**config.mk**
```make
export PLATFORM = sky130hd
export DESIGN_NAME = toy_fetch_buffer
export DESIGN_NICKNAME = d
export VERILOG_FILES = /design/src/rtl/toy_fetch_buffer_pkg.sv /design/src/rtl/toy_fetch_buffer.sv
export SDC_FILE = /design/constraint.sdc
export NUM_CORES = 1
export LEC_CHECK = 0
export BUFFER_PORTS_ARGS = -buffer_cell sky130_fd_sc_hd__buf_2
export CAP_MARGIN = 30
export CORE_ASPECT_RATIO = 1.75
export CORE_MARGIN = 1.5
export CORE_UTILIZATION = 27
export CTS_BUF_LIST = sky130_fd_sc_hd__clkbuf_4 sky130_fd_sc_hd__clkbuf_8
export CTS_CLUSTER_SIZE = 12
export DETAILED_ROUTE_END_ITERATION = 16
export HOLD_SLACK_MARGIN = 0.06
export SLEW_MARGIN = 10
export SYNTH_ARGS = -nofsm -noshare
export SYNTH_HDL_FRONTEND = slang
export SYNTH_SLANG_ARGS = --single-unit
```
**constraint.sdc**
```tcl
create_clock -name clk -period 25.5 [get_ports clk]
set_input_delay 1.275 -clock clk [delete_from_list [all_inputs] [get_ports clk]]
set_output_delay 1.275 -clock clk [all_outputs]
set_load 0.03 [all_outputs]
```
**src/rtl/toy_fetch_buffer_pkg.sv**
```systemverilog
// Shared fetch-queue types.
// Entry payload and bypass bundle.
package toy_pack;

  localparam int ADDR_WIDTH = 32;
  localparam int INST_WIDTH = 32;

  typedef struct packed {
    logic       taken;
    logic [3:0] idx;
  } fe_bypass_pkg;

  typedef struct packed {
    logic [ADDR_WIDTH-1:0] pc;
    logic [INST_WIDTH-1:0] inst;
    fe_bypass_pkg          fe_bypass;
  } fetch_queue_pkg;

endpackage

```
**src/rtl/toy_fetch_buffer.sv**
```systemverilog
// Per-lane fetch FIFO: multi-lane packed write,
// single FWFT read port.
module toy_fetch_buffer
  import toy_pack::*;
#(
  parameter int DEPTH  = 16,
  parameter int MUX_IN = 2
) (
  input  logic                         clk,
  input  logic                         rst_n,
  input  logic                         cancel_en,
  output logic                         req_rdy,
  input  logic                         req_vld,
  input  fetch_queue_pkg [MUX_IN-1:0]  v_req_pld,
  input  logic [MUX_IN-1:0]            v_req_en,
  output logic                         v_ack_vld,
  input  logic                         v_ack_rdy,
  output logic [ADDR_WIDTH-1:0]        v_ack_pc,
  output logic [INST_WIDTH-1:0]        v_ack_pld,
  output fe_bypass_pkg                 v_fe_pld
);

  localparam int AW = $clog2(DEPTH);
  localparam int PW = AW + 1;

  logic [PW-1:0]  wr_ptr;
  logic [PW-1:0]  rd_ptr;
  logic [PW-1:0]  count;
  logic [PW-1:0]  wr_cnt;
  logic [AW-1:0]  slot [MUX_IN];
  logic           wr_fire;
  logic           pop;
  logic           flush;
  fetch_queue_pkg head;
  fetch_queue_pkg mem [DEPTH];

  function automatic logic [PW-1:0] prefix(
    input logic [MUX_IN-1:0] en,
    input int                upto
  );
    logic [PW-1:0] acc;
    acc = '0;
    for (int k = 0; k < MUX_IN; k++) begin
      if (k < upto) acc = acc + PW'(en[k]);
    end
    return acc;
  endfunction

  assign count     = wr_ptr - rd_ptr;
  assign req_rdy   = (count <= PW'(DEPTH - MUX_IN));
  assign v_ack_vld = (count != '0);
  assign flush     = rst_n | cancel_en;
  assign wr_fire   = req_vld & req_rdy & ~flush;
  assign pop       = v_ack_vld & v_ack_rdy & ~flush;

  assign head      = mem[rd_ptr[AW-1:0]];
  assign v_ack_pc  = head.pc;
  assign v_ack_pld = head.inst;
  assign v_fe_pld  = head.fe_bypass;

  // Pack enabled lanes: slot of lane j is wr_ptr plus enables below j.
  always_comb begin
    wr_cnt = prefix(v_req_en, MUX_IN);
    for (int j = 0; j < MUX_IN; j++) begin
      slot[j] = wr_ptr[AW-1:0]
              + AW'(prefix(v_req_en, j));
    end
  end

  // Pointer update; flush wins over write and pop.
  always_ff @(posedge clk) begin
    if (flush) begin
      wr_ptr <= '0;
      rd_ptr <= '0;
    end else begin
      if (wr_fire) wr_ptr <= wr_ptr + wr_cnt;
      if (pop)     rd_ptr <= rd_ptr + PW'(1);
    end
  end

  // Storage write; contents survive flush.
  always_ff @(posedge clk) begin
    if (wr_fire) begin
      for (int j = 0; j < MUX_IN; j++) begin
        if (v_req_en[j]) mem[slot[j]] <= v_req_pld[j];
      end
    end
  end

endmodule

```
==> summary.md <==
| Metric | Value |
|---|---|
| Via density | ~5.1 |
| Layout Cells excl Fill | 6036 |
| Antenna violations before repair | 77 |
| DR iter-0 viols | 2460 |
| Core ar. | 207000 um2 |
| Vias in the first global route | 32900 |
| F_max | approximately 0.15 GHz |
| Dpl hpwl | 100 mm |
| Routability cong. | around 0.75 |
| Die width | 348 um |
| Max_slew headroom | 0.199 |
| # hold bufs at CTS | 0 |
| Global route overflow | 0 |
| Req. time, crit path | 24230 ps |
| RSZ-0062 raised after global routing | false |
| Cell Pwr Density | 60.4 nW/um2 |
| Die height | 608 um |
| Fin nets | 3375 |
| Sequential fraction of the synthesis area | 0.593 |
| Syn Inst Count | 3067 |
| Synthesized flop and latch total | roughly 1100 |
| Wirelength per Cell | 29.1 um |
| Yosys warning count | 0 |
| Worst Tran Pin Value | between 1000 and 1500 ps |
| Worst min-delay path category | reg2reg |
| Cell Rows | between 200 and 250 |
| IO Count | 216 |
| CTS tree | yes |
| Final Hold Viols | 0 |
| Total CTS buffers | 180 |
| ANT nets after route | 0 |
| Pre-antenna DRT Iters | 5 |
| Leakage | 20.1 nW |
| Setup Skew | 71.5 ps |
| Initial Utilization | 0.272 |
| Critical R2R Launch | wr_ptr[0] |
| Clock Latency Late Sink | 890 ps |
| CP arrival | 5510 ps |
| Outcome | finished clean |
| Filler cell count | 20300 |
| Largest net degree at the start of global routing | 145 |
| Synthesized net count | 3222 |
| MaxCap Viol Count | 0 |
| Crit share post-route | 0.266 |
| Reg2reg setup slack | 20550 ps |
| Post-CTS Setup Bufs | 0 |
| Setup TNS | 0 ps |
| Global-route wire length before repair | about 250 mm |
| DRC violations left | 0 |
| GRT Resource Usage Total | 0.163 |
| Port bufs | 215 |
| CP Class | reg2out |
| Placed cells | 5712 |
| Worst setup EP type | output port |
| CP Launch Type | flip-flop |
| Layout cells sized above 1 | 0.586 |
| Clock tree buffer depth | 4 |
| Setup violations, final | 0 |
| Clk slew on worst S/H paths | 60 ps |
| Final period demand of the worst path | 6780 ps |
| Total number of vias | 30800 |
| Post-Syn Area | roughly 56000 um2 |
| Crit-path max FO | 43 |
| Tot Pwr | 0.00386 W |
| Cts repair resizes | 0 |
| Synth-to-Final Area Change | 13.2% |
| Die footprint | 212000 um2 |
| Sink Count | 1118 |
| Number of distinct library cells after synthesis | 43 |
| Clk root buf | clkbuf_8 |
| Hold path start | rd_ptr[4] |
| H-tree Lvls | 4 |
| Peak supply drop | 0.0000334 V |
| WL final | 176 mm |
| Mapped Avg Cell Area | 18.4 um2 |
| Fin. max-slew vios | 0 |
## power breakdown
part / internal (W) / switching, W / leakage, nW
Sequential: 0.00203 / 0.00000485 / 10.0
Combinational: 0.000144 / 0.000163 / 8.28
Clock: 0.000783 / 0.000734 / 1.78
Total: 0.00295 / 0.000902 / 20.1
## layout make-up
| type | instances | area [um2] | area share |
|---|---|---|---|
| diodes | 11 | 27.5 | 0.000431 |
| inverters | 10 | 37.5 | 0.000588 |
| flip-flops and latches | 1118 | 33400 | 0.524 |
| clock buffers | 250 | 3030 | 0.0474 |
| repair buffers | 311 | 2130 | 0.0334 |
| clock inverters | 61 | 323 | 0.00506 |
| multi-input cells | 1599 | 21500 | 0.337 |
| well taps | 2676 | 3350 | 0.0524 |
## layer usage
metal / track usage / vias up / wire, um
met1: 0.197 / 16600 / 69200
met5: 0 / - / 307
li1: - / 12800 / -
met3: 0.0306 / 365 / 9870
met4: 0.0467 / 48 / 4570
met2: 0.292 / 1022 / 91500
## metrics by stage
step	utilization	cell area, um2	hold slack (ps)	setup WS (ps)
3_3_place_gp	0.289	60000	458	19180
5_1_grt	0.308	63800	521	18230
4_1_cts	0.308	63800	487	18380
3_5_place_dp	0.291	60400	477	19370
6_report	0.308	63800	496	18720
2_1_floorplan	-	56400	448	15540
## sequential cells by signal, summed over array words and instances, names as in the netlist, named ones only
register / flops
wr_ptr: 5
rd_ptr: 5
mem: 1104
## cell usage in the layout, fill, tap and decap left out, types with 3 or more instances in the layout
master	instances
a21oi_1	5
buf_12	6
buf_16	12
buf_2	215
buf_4	75
buf_8	3
clkbuf_4	66
clkbuf_8	184
clkinv_1	42
clkinv_2	13
dfxtp_1	10
dfxtp_4	4
diode_2	11
edfxtp_1	1104
ha_1	8
inv_1	9
mux2_1	103
mux2_2	1001
mux2i_1	11
mux4_2	345
nand2_1	21
nand2b_1	4
nand3_1	9
nand3_4	4
nand3b_1	5
nand4_1	12
nor2_1	10
nor3_1	8
o21ai_4	5
o31ai_4	7
or2_2	3
or3_1	9
xnor2_1	4
xor2_1	3
## final timing paths
kind	cells after the start	to
min reg2reg	2	rd_ptr[4]
max reg2reg	12	mem[9][62]
min	2	rd_ptr[4]
max	7	v_ack_pc[29]
## cell families after synthesis
kind of cell,Yosys count,share of synthesized area
fa+ha+maj,10,0.00249
buf+inv,350,0.0301
xor+xnor,7,0.00109
flops,1118,0.593
mux,1460,0.360
compound gates,25,0.00306
simple gates,97,0.0101
## synth_stat cells (all sizes together)
master      n  area share
a2111oi     1     0.00027
a21boi      2     0.00027
a21o        1     0.00013
a21oi       5     0.00044
and2        1     0.00011
and3        1     0.00011
and3b       1     0.00016
and4bb      1     0.00022
buf       152       0.017
clkbuf    188       0.013
dfxtp      14      0.0050
edfxtp   1104        0.59
fa          2     0.00071
ha          8      0.0018
inv        10     0.00067
mux2     1104        0.22
mux2i      11      0.0020
mux4      345        0.14
nand2      21      0.0014
nand2b      4     0.00044
nand3      13      0.0015
nand3b      5     0.00067
nand4      14      0.0018
nor2       12     0.00080
nor3       10      0.0013
nor4b       1     0.00016
o21ai       5     0.00044
o21bai      2     0.00027
o31ai       7     0.00093
o41ai       2     0.00031
or2         3     0.00033
or3         9      0.0010
or4         1     0.00013
xnor2       4     0.00062
xor2        3     0.00047
## worst max-delay path, stage by stage, from the launching register on
cell and delay, ps:
dfxtp_4 690, buf_16 290, buf_4 670, buf_4 750, buf_4 800, mux4_2 600, mux4_2 540, buf_2 210
Note: power is estimated with default switching activity, not from simulation.
